--- src/rtl/maze_pkg.sv ---
// +----------------------------------------------------------------------------+
// | maze_pkg: direction/heading types, solver states and turn helper functions  |
// | Revision: 1.0                                                              |
// +----------------------------------------------------------------------------+
`default_nettype none

package maze_pkg;

  typedef enum logic [1:0] {
    NORTH = 2'd0,
    WEST  = 2'd1,
    SOUTH = 2'd2,
    EAST  = 2'd3
  } dir_t;

  localparam logic [11:0] HDNG_N = 12'h000;
  localparam logic [11:0] HDNG_W = 12'h3FF;
  localparam logic [11:0] HDNG_S = 12'h7FF;
  localparam logic [11:0] HDNG_E = 12'hC00;

  typedef enum logic [2:0] {
    S_IDLE      = 3'd0,
    S_MOVE      = 3'd1,
    S_WAIT_MV   = 3'd2,
    S_DECIDE    = 3'd3,
    S_HDNG      = 3'd4,
    S_WAIT_HDNG = 3'd5,
    S_DONE      = 3'd6
  } solve_state_t;

  function automatic dir_t turn_left(input dir_t d);
    case (d)
      NORTH:   turn_left = WEST;
      WEST:    turn_left = SOUTH;
      SOUTH:   turn_left = EAST;
      default: turn_left = NORTH;
    endcase
  endfunction

  function automatic dir_t turn_right(input dir_t d);
    case (d)
      NORTH:   turn_right = EAST;
      EAST:    turn_right = SOUTH;
      SOUTH:   turn_right = WEST;
      default: turn_right = NORTH;
    endcase
  endfunction

  function automatic dir_t reverse(input dir_t d);
    case (d)
      NORTH:   reverse = SOUTH;
      SOUTH:   reverse = NORTH;
      EAST:    reverse = WEST;
      default: reverse = EAST;
    endcase
  endfunction

  function automatic logic [11:0] dir2hdng(input dir_t d);
    case (d)
      NORTH:   dir2hdng = HDNG_N;
      WEST:    dir2hdng = HDNG_W;
      SOUTH:   dir2hdng = HDNG_S;
      default: dir2hdng = HDNG_E;
    endcase
  endfunction

endpackage

`default_nettype wire

--- src/rtl/maze_solve.sv ---
// +----------------------------------------------------------------------------+
// | maze_solve: wall-following solver issuing move/heading commands to navigate |
// | Revision: 1.0                                                              |
// +----------------------------------------------------------------------------+
`default_nettype none

module maze_solve
  import maze_pkg::*;
(
  input  logic        clk,
  input  logic        rst_n,
  input  logic        cmd_md,
  input  logic        cmd0,
  input  logic        lft_opn,
  input  logic        rght_opn,
  input  logic        mv_cmplt,
  input  logic        sol_cmplt,
  output logic        strt_mv,
  output logic        strt_hdng,
  output logic        stp_lft,
  output logic        stp_rght,
  output logic [11:0] dsrd_hdng
);

  solve_state_t r_state;
  dir_t         r_dir;
  logic         r_aff;
  dir_t         w_next_dir;

  // Preferred wall side first, then the opposite side, otherwise turn around.
  always_comb begin
    w_next_dir = reverse(r_dir);
    if (r_aff) begin
      if (lft_opn)       w_next_dir = turn_left(r_dir);
      else if (rght_opn) w_next_dir = turn_right(r_dir);
    end else begin
      if (rght_opn)      w_next_dir = turn_right(r_dir);
      else if (lft_opn)  w_next_dir = turn_left(r_dir);
    end
  end

  always_ff @(posedge clk or negedge rst_n) begin
    if (!rst_n) begin
      r_state   <= S_IDLE;
      r_dir     <= NORTH;
      r_aff     <= 1'b0;
      dsrd_hdng <= HDNG_N;
      strt_mv   <= 1'b0;
      strt_hdng <= 1'b0;
      stp_lft   <= 1'b0;
      stp_rght  <= 1'b0;
    end else begin
      strt_mv   <= 1'b0;
      strt_hdng <= 1'b0;
      // Command mode aborts a solve from anywhere; heading is kept.
      if (cmd_md && (r_state != S_IDLE)) begin
        r_state  <= S_IDLE;
        stp_lft  <= 1'b0;
        stp_rght <= 1'b0;
      end else begin
        case (r_state)
          S_IDLE: begin
            if (!cmd_md) begin
              r_state  <= S_MOVE;
              r_aff    <= cmd0;
              stp_lft  <= cmd0;
              stp_rght <= ~cmd0;
              strt_mv  <= 1'b1;
            end
          end
          S_MOVE: r_state <= S_WAIT_MV;
          S_WAIT_MV: begin
            if (mv_cmplt) begin
              if (sol_cmplt) begin
                r_state  <= S_DONE;
                stp_lft  <= 1'b0;
                stp_rght <= 1'b0;
              end else begin
                r_state <= S_DECIDE;
              end
            end
          end
          S_DECIDE: begin
            r_dir     <= w_next_dir;
            dsrd_hdng <= dir2hdng(w_next_dir);
            strt_hdng <= 1'b1;
            r_state   <= S_HDNG;
          end
          S_HDNG: r_state <= S_WAIT_HDNG;
          S_WAIT_HDNG: begin
            if (mv_cmplt) begin
              r_state <= S_MOVE;
              strt_mv <= 1'b1;
            end
          end
          S_DONE: r_state <= S_DONE;
          default: begin
            r_state  <= S_IDLE;
            stp_lft  <= 1'b0;
            stp_rght <= 1'b0;
          end
        endcase
      end
    end
  end

endmodule

`default_nettype wire

--- config.mk ---
export PLATFORM = sky130hd
export DESIGN_NAME = maze_solve
export DESIGN_NICKNAME = d
export VERILOG_FILES = /design/src/rtl/maze_pkg.sv /design/src/rtl/maze_solve.sv
export SDC_FILE = /design/constraint.sdc
export NUM_CORES = 1
export LEC_CHECK = 0
export BUFFER_PORTS_ARGS = -buffer_cell sky130_fd_sc_hd__buf_4
export CAP_MARGIN = 20
export CORE_UTILIZATION = 38
export DETAILED_ROUTE_END_ITERATION = 6
export GPL_ROUTABILITY_DRIVEN = 0
export HOLD_SLACK_MARGIN = 0.12
export PLACE_DENSITY_LB_ADDON = 0.05
export SLEW_MARGIN = 25
export SYNTH_ARGS = -nofsm -noshare
export SYNTH_HDL_FRONTEND = slang
export SYNTH_SLANG_ARGS = --single-unit
--- constraint.sdc ---
create_clock -name clk -period 1.8 [get_ports clk]
set_input_delay 0.18 -clock clk [delete_from_list [all_inputs] [get_ports clk]]
set_output_delay 0.18 -clock clk [all_outputs]
set_load 0.02 [all_outputs]
After elaboration in Yosys (flattened, before gate mapping)
Index checks and enable logic that the tools add are counted.
- ROM bits: 0
- memories kept: 0
- register bits: 22
- RAM bits: 0
- latch bits: 0
- output and inout port bits: 16
- reductions and logical operators: 10
- div/mod/pow operators: 0
- mux-type cells: 29
- shift-type cells: 0
- eq/ne operators: 16
- bitwise logic cells: 3
- magnitude comparators: 0
- multipliers: 0
- add/subtract/negate cells: 0
- operators by type and width (kind ; number):
    12-bit case mux with 3 select lines ; 1
    3-bit case mux with 7 select lines ; 1
    2-bit case mux with 3 select lines ; 3
    3-bit 2-to-1 mux ; 5
    3-bit != test, second input constant ; 4
    1-bit 2-to-1 mux ; 11
    2-bit 2-to-1 mux ; 5
    3-bit equality test, second input constant ; 3
    2-bit equality test, second input constant ; 3
    3-bit by 2-bit equality test with 1-bit output, second input constant ; 2
    1-bit case mux with 3 select lines ; 2
    3-bit AND reduction ; 2
    5-bit OR reduction ; 1
    2-bit by 1-bit equality test with 1-bit output, second input constant ; 2
    2-bit zero test ; 2
    4-bit AND reduction ; 1
    3-bit by 1-bit equality test with 1-bit output, second input constant ; 1
    3-bit zero test ; 1
    1-bit inverter ; 3
    3-bit nonzero test ; 1
    2-bit by 1-bit != test with 1-bit output, second input constant ; 1
    1-bit case mux with 2 select lines ; 1
    2-bit AND reduction ; 1
    1-bit logical AND ; 1

Logic depth before layout (Yosys ltp)
Gate-level depths: netlist of the first run.
- depth after elaboration: 7
- gate-level depth with buffers: 8
- mapped depth without buffers: 8

Worst setup path before layout of the first run
Ideal clock, no wire load.
- path type: register to register
- from: register r_dir[0]
- to: register dsrd_hdng[9]
- data arrival time: 1556 ps
- library setup time: 77 ps
- slack: 166 ps
- period minus slack after synthesis: 1634 ps
- cell stages (with the launch flop): 8
- cells stage by stage: dfrtp_1 -> inv_1 -> ha_1 -> nor3_1 -> a211oi_1 -> or2_2 -> ha_1 -> a21oi_1
- cells in the longest elaborated chain, start to end: 7
- RTL lines (item ; line ; text):
    start, declared ; maze_solve.sv:26 ; dir_t r_dir;
    start signal, assigned ; maze_solve.sv:84 ; r_dir <= w_next_dir;
    2-bit equality test, or another cell as far along ; maze_pkg.sv:41, maze_pkg.sv:50 ;
    2-bit case mux with 3 select lines (on tied branches) ; maze_pkg.sv:50, maze_pkg.sv:32, maze_pkg.sv:41 ;
    2-bit 2-to-1 mux (on tied branches) ; maze_solve.sv:38, maze_solve.sv:35 ;
    2-bit 2-to-1 mux (on tied branches) ; maze_solve.sv:37, maze_solve.sv:34 ;
    2-bit 2-to-1 mux * ; maze_solve.sv:33 ; if (r_aff) begin
    net w_next_dir[1] ; maze_solve.sv:28 ; dir_t w_next_dir;
    2-bit equality test, or another cell as far along ; maze_pkg.sv:59 ; case (d)
    12-bit case mux with 3 select lines * ; maze_pkg.sv:59 ;
    end signal, assigned ; maze_solve.sv:85 ; dsrd_hdng <= dir2hdng(w_next_dir);
    end, declared ; maze_solve.sv:22 ; output logic [11:0] dsrd_hdng
Mark *: on every way through the listed nets, which the timed path passes. The rest lies on a longest branch.
A chain may end at the register's enable or synchronous reset.

Worst setup path in the final report of the first run
- from: register r_dir[1]
- to: register dsrd_hdng[9]
The elaborated chain is that of the path after synthesis.

==> flow_summary.yaml, run 1 <==
outcome:
  status: "complete, no violations"
global_routing:
  grt_antenna_before_repair: 0
  overflow_left_after_global_routing: 0
  grt.total_usage_pct: 14.5
  via_count_of_the_first_global_routing_pass: 616
  grt_pass1_wl_mm: 2.66
  grt_max_degree: 14
timing:
  timing_worst_slew_pin_value_ns: 0.425
  clock.fmax_ghz: 0.587
  worst_slack_ns: 0.0963
  min_period_over_period_pct: 94.7
  setup_viol: 0
  timing_hold_violations_final: 0
  relSlewSlack_pct: 71.4
  slew_viol_final: 0
  worst_clock_skew_ns: 0.0106
  finalCriticalPeriod_ns: 1.70
  tns_ns: 0
synthesis:
  share_of_the_yosys_chip_area_belonging_to_registers_pct: 39.0
  postSynthNetCount: 103
  leading_cell_types_by_total_area_after_synthesis: "dfrtp_1, ha_1, buf_4"
  synth_warnings: 0
  synth_top_area_share_pct: 39.0
  yosysTopAreaCell: "dfrtp_1"
  post_synth_inst_count: 89
  ys_ff_latch: 13
  yosys.cell_types.count: 34
  synthesis.area_per_instance_um2: 9.36
  syn_area_um2: 833
floorplan:
  chipHeight_um: 48.8
  dieArea_um2: 2380
  initial_core_util_pct: 41.6
  die_width_um: 48.8
  core_region_area_um2: 2000
  num_io_pins: 24
  row_count: 16
place:
  place_hpwl_mm: 1.11
  dpl-instance-area_um2: 953
  io_buffer_count: 23
  dpl_worst_slack_ns: 0.0602
setup_path:
  largest_delay_contributor_family_on_the_critical_path: "simple AND/OR/NAND/NOR gates"
  cp_data_required_time_ns: 2.01
  cp_max_delay_cell: "dfrtp_1"
  nature_of_the_critical_path_endpoint: "register"
  critical_path_arrival_ns: 1.91
  worstPathCellList: "inv_2 -> ha_2 -> nor3_2 -> a211oi_2 -> or2_2 -> ha_1 -> a21oi_2"
  timing_worst_setup_path_type: "register to register"
  worstPathBufferInverterCount: 1
  worstSetupStartpointType: "register"
  crit_path_launch: "r_dir[1]$_DFFE_PN0P_"
  crit_path_max_fanout: 4
  worstReg2RegStart: "r_dir[1]$_DFFE_PN0P_"
  slowest_stage_delay_on_critical_path_ns: 0.39
pwr:
  cellLeakagePower_uw: 0.000483
  pwr_density_cell_nw_per_um2: 1660
  peakVddDrop_v: 0.000836
clock_network:
  cts_root_buffer: "clkbuf_4"
  clock_sinks: 13
  clk_pin_slew_ns: 0.08
  clock_insertion_delay_worst_skew_ns: 0.28
  cts_tree: "built"
  cts_made_buffers: 3
  htreeDepth: 1
  clk_path_buf_depth: 2
drt:
  antenna_violating_nets_post_route: 0
  wire_per_inst_um: 11.9
  drtIter0Drc: 12
  via_count: 677
  via_per_inst: 5.09
  drt-total-wl_mm: 1.58
  post-route-drc-count: 0
  pre_repair_dr_iteration_count: 4
cells_and_area:
  syn2layout_area_growth_pct: 24.0
  drive_above_1_share_pct: 35.8
  fin_area_um2: 1030
  count_of_antenna_diodes_in_the_layout: 0
  postLayoutCoreUtil_pct: 51.6
  layout.cells.most_common_list: "buf_4, dfrtp_1, nor2_1, o21ai_0"
  leading_cell_type_in_the_layout_fill_and_taps_excluded: "buf_4"
  layout.nets: 121
min_path:
  hold_sp: "cmd_md"
  hold_wc_path_type: "primary input to register"
job:
  drv.max_cap_violation_count: 0
## layout make-up
class / instances / area, um2
fillers: 207 / 968
repair buffers: 26 / 198
well taps: 27 / 33.8
inverters: 4 / 15.0
flip-flops and latches: 13 / 325
multi-input cells: 59 / 435
clock buffers: 4 / 26.3
## synthesized netlist by cell type
master and n:
nand3_1 2, a221oi_1 1, or2_2 1, o21ai_0 6, inv_1 4, mux2_4 1, a31oi_1 2, dfrtp_1 13
nor4_1 2, buf_4 9, a211o_1 1, o31a_1 1, o31ai_1 1, a22o_1 2, a21o_1 1, nor2_2 1
clkbuf_1 1, mux2i_1 2, mux2_2 1, o22ai_1 1, a211oi_1 1, nand2b_1 2, o211ai_1 1, nand3b_1 1
nor2b_1 1, nand2_1 4, and3b_1 1, ha_1 6, buf_2 3, o21a_1 1, a21oi_1 3, nor3_1 4
o32ai_1 1, nor2_1 7
## state kept, by name, indices dropped and copies added, names as in the netlist
signal     count
stp_rght       1
r_dir          2
dsrd_hdng      3
strt_mv        1
strt_hdng      1
r_aff          1
stp_lft        1
r_state        3
## per-stage QoR
| stage | power (uW) | instances | hold slack (ns) |
|---|---|---|---|
| 2_1_floorplan | 1240 | 89 | -0.116 |
| 3_3_place_gp | 1430 | 126 | 0.0348 |
| 3_5_place_dp | 1440 | 126 | 0.0368 |
| 4_1_cts | 1630 | 131 | 0.131 |
| 5_1_grt | 1850 | 133 | 0.142 |
| 6_report | 1720 | 133 | 0.139 |
## worst register-to-register path: stages (launching register included)
cell      delay [ns]
dfrtp_1         0.39
inv_2           0.08
ha_2            0.19
nor3_2          0.21
a211oi_2        0.08
or2_2           0.30
ha_1            0.28
a21oi_2         0.11
## repair_timing
action                                  4_1_cts  5_1_grt
endpoints found under the setup margin        0        3
setup buffers                                 0        2
hold buffers                                  1        0
gates resized for setup                       0        6
endpoints found under the hold margin        13        0
## worst paths after layout
path | endpoint | slack, ns | depth (start not counted)
max in group asynchronous | r_state[0]$_DFFE_PN0P_ | 1.36 | 2
max reg2reg | dsrd_hdng[9]$_DFFE_PN0P_ | 0.1 | 7
max | dsrd_hdng[9]$_DFFE_PN0P_ | 0.1 | 7
min in group asynchronous | r_state[2]$_DFFE_PN0P_ | 0.27 | 2
min | r_state[2]$_DFFE_PN0P_ | 0.14 | 2
min reg2reg | dsrd_hdng[11]$_DFFE_PN0P_ | 0.52 | 2
## cell families after synthesis
logic type | count (synthesis) | synth area share (%)
simple gates | 26 | 15.8
compound gates | 23 | 18.5
buf+inv | 17 | 12.2
flops | 13 | 39.0
fa+ha+maj | 6 | 9.01
mux | 4 | 5.56
## per-layer routing
layer,global-route usage (%),vias to the layer above,part of all wire (%)
met5,0,-,0
met4,5.88,0,0.44
met3,3.74,2,3.8
met2,24.5,18,51
met1,17.4,318,45
li1,-,339,-
## power by group
group,internal [uW],leakage [uW],switching [uW]
Combinational,496,0.000304,543
Clock,86.0,0.0000150,94.0
Sequential,387,0.000164,113
Note: power is estimated with default switching activity, not from simulation.
==> run 2, diff against run 1 <==
--- a/config.mk
+++ b/config.mk
@@ -7,11 +7,13 @@
 export LEC_CHECK = 0
 export BUFFER_PORTS_ARGS = -buffer_cell sky130_fd_sc_hd__buf_4
 export CAP_MARGIN = 20
+export CORE_ASPECT_RATIO = 1.4
 export CORE_UTILIZATION = 38
 export DETAILED_ROUTE_END_ITERATION = 6
 export GPL_ROUTABILITY_DRIVEN = 0
 export HOLD_SLACK_MARGIN = 0.12
 export PLACE_DENSITY_LB_ADDON = 0.05
+export SETUP_SLACK_MARGIN = 0.3
 export SLEW_MARGIN = 25
 export SYNTH_ARGS = -nofsm -noshare
 export SYNTH_HDL_FRONTEND = slang
==> run 2 against run 1 <==
Net effect: clock skew is 0.0090 ns lower; sequential cell count is the same; register-to-register slack better by 0.096 ns; design area increased by 10%; sequential power rose by 3%; maximum frequency grew 6.0%; worst setup slack improved by 0.096 ns; hold slack better by 0.0068 ns; utilization increased by 4.8 points; critical path type unchanged.
==> flow_summary.yaml, run 2 (synthesis gave the netlist of run 1 again) <==
drt:
  drt-total-wl_mm: 1.75
  drtIter0Drc: 10
  antenna_violating_nets_post_route: 0
  post-route-drc-count: 0
  pre_repair_dr_iteration_count: 2
  via_count: 680
  via_per_inst: 5.27
  wire_per_inst_um: 13.6
clock_network:
  clk_pin_slew_ns: 0.08
  clk_path_buf_depth: 2
  clock_sinks: 13
  cts_tree: "built"
  cts_root_buffer: "clkbuf_4"
  cts_made_buffers: 3
  htreeDepth: 1
  clock_insertion_delay_worst_skew_ns: 0.27
setup_path:
  reg2reg_to: "dsrd_hdng[11]$_DFFE_PN0P_"
  slowest_stage_delay_on_critical_path_ns: 0.43
  critical_path_arrival_ns: 1.79
  worstPathBufferInverterCount: 2
  crit_path_launch: "r_dir[0]$_DFFE_PN0P_"
  cp_data_required_time_ns: 1.98
  crit_path_max_fanout: 4
  timing_worst_setup_path_type: "register to register"
  worstPathCellList: "inv_2 -> ha_4 -> nand2_2 -> mux2i_2 -> buf_4 -> o22ai_4 -> o31ai_2"
  worstReg2RegStart: "r_dir[0]$_DFFE_PN0P_"
  worst_r2r_path_depth: 7
  r2r_setup_slack_ns: 0.19
  nature_of_the_critical_path_endpoint: "register"
  worstSetupStartpointType: "register"
  cp_max_delay_cell: "dfrtp_2"
  largest_delay_contributor_family_on_the_critical_path: "flip-flops"
global_routing:
  via_count_of_the_first_global_routing_pass: 696
  grt_max_degree: 14
  grt_antenna_before_repair: 0
  grt.total_usage_pct: 16.6
  overflow_left_after_global_routing: 0
  grt_pass1_wl_mm: 3.13
timing:
  finalCriticalPeriod_ns: 1.61
  slew_viol_final: 0
  timing_worst_slew_pin_value_ns: 0.352
  worst_hold_slack_ns: 0.146
  min_period_over_period_pct: 89.3
  clock.fmax_ghz: 0.622
  timing_hold_violations_final: 0
  setup_viol: 0
  worst_clock_skew_ns: 0.00165
  grt_setup_unrepaired: "yes"
  relSlewSlack_pct: 76.5
  tns_ns: 0
cells_and_area:
  num-fill-cells: 194
  count_of_antenna_diodes_in_the_layout: 0
  drive_above_1_share_pct: 50.9
  area_of_combinational_cells_with_multiple_inputs_um2: 533
  leading_cell_type_in_the_layout_fill_and_taps_excluded: "buf_4"
  syn2layout_area_growth_pct: 36.9
  layout.nets: 123
  ff_latch_area_um2: 328
  reg.largest.list: "dsrd_hdng (3), r_state (3), r_dir (2)"
  layout.cells.most_common_list: "buf_4, dfrtp_1, o21ai_0, nor2_1"
  fin_area_um2: 1140
place:
  io_buffer_count: 23
  dpl-instance-area_um2: 986
  place_hpwl_mm: 1.20
job:
  drv.max_cap_violation_count: 0
min_path:
  min_to: "stp_lft$_DFFE_PN0P_"
  hold_sp: "cmd0"
  holdPathStages: 2
  hold_wc_path_type: "primary input to register"
floorplan:
  die_width_um: 41.6
  initial_core_util_pct: 41.2
  core_region_area_um2: 2020
  row_count: 19
  dieArea_um2: 2390
  num_io_pins: 24
  chipHeight_um: 57.4
pwr:
  peakVddDrop_v: 0.000746
  cellLeakagePower_uw: 0.000495
  pwr_density_cell_nw_per_um2: 1780
outcome:
  status: "complete, no violations"
==> run 2: worst register-to-register path, cell delays in order (launching register included) <==
cell and delay [ns]:
dfrtp_2 0.43, inv_2 0.08, ha_4 0.30, nand2_2 0.05
mux2i_2 0.18, buf_4 0.17, o22ai_4 0.08, o31ai_2 0.25
==> run 2: metal layers <==
layer / global-route usage [%] / part of all wire, %
met1: 20.9 / 42
met2: 28.3 / 55
met3: 1.27 / 2.2
met4: 8.29 / 0.91
met5: 0 / 0
==> run 2: what timing repair did <==
action,4_1_cts,5_1_grt
hold buffers,1,0
pin swaps,8,2
setup buffers,4,0
cloned,0,0
gates resized for setup,12,7
endpoints found under the hold margin,13,0
endpoints found under the setup margin,4,7
==> run 2: layout make-up <==
type                    instances  share of cell area [%]
flip-flops and latches         13                    28.7
well taps                      21                    2.30
multi-input cells              59                    46.7
clock buffers                   4                    2.30
repair buffers                 28                    18.6
inverters                       4                    1.32
==> run 2: stage by stage <==
stage	utilization [%]	power (uW)	setup WS, ns	std cells
finish	56.5	2040	0.192	129
global route	56.5	2210	0.102	129
CTS	55.1	1990	0.203	129
detailed placement	48.8	1560	0.174	120
global placement	48.8	1540	0.188	120
floorplan	-	1330	0.296	89
==> run 2: worst max path at each step <==
stage	slack, ns	to	cells past startpoint
after global routing	0.10	dsrd_hdng[11]$_DFFE_PN0P_	7
after global placement	0.19	dsrd_hdng[10]$_DFFE_PN0P_	6
final	0.19	dsrd_hdng[11]$_DFFE_PN0P_	7
after CTS	0.20	dsrd_hdng[9]$_DFFE_PN0P_	7
after floorplan	0.30	dsrd_hdng[9]$_DFFE_PN0P_	7
after detailed placement	0.17	dsrd_hdng[9]$_DFFE_PN0P_	7
==> run 2: report_power, final <==
part           switching [uW]  total, uW  internal [uW]  leakage [uW]
Combinational             683       1350            662      0.000318
Clock                    89.9        176           85.7     0.0000150
Sequential                126        516            390      0.000161
Total                     899       2040           1140      0.000495
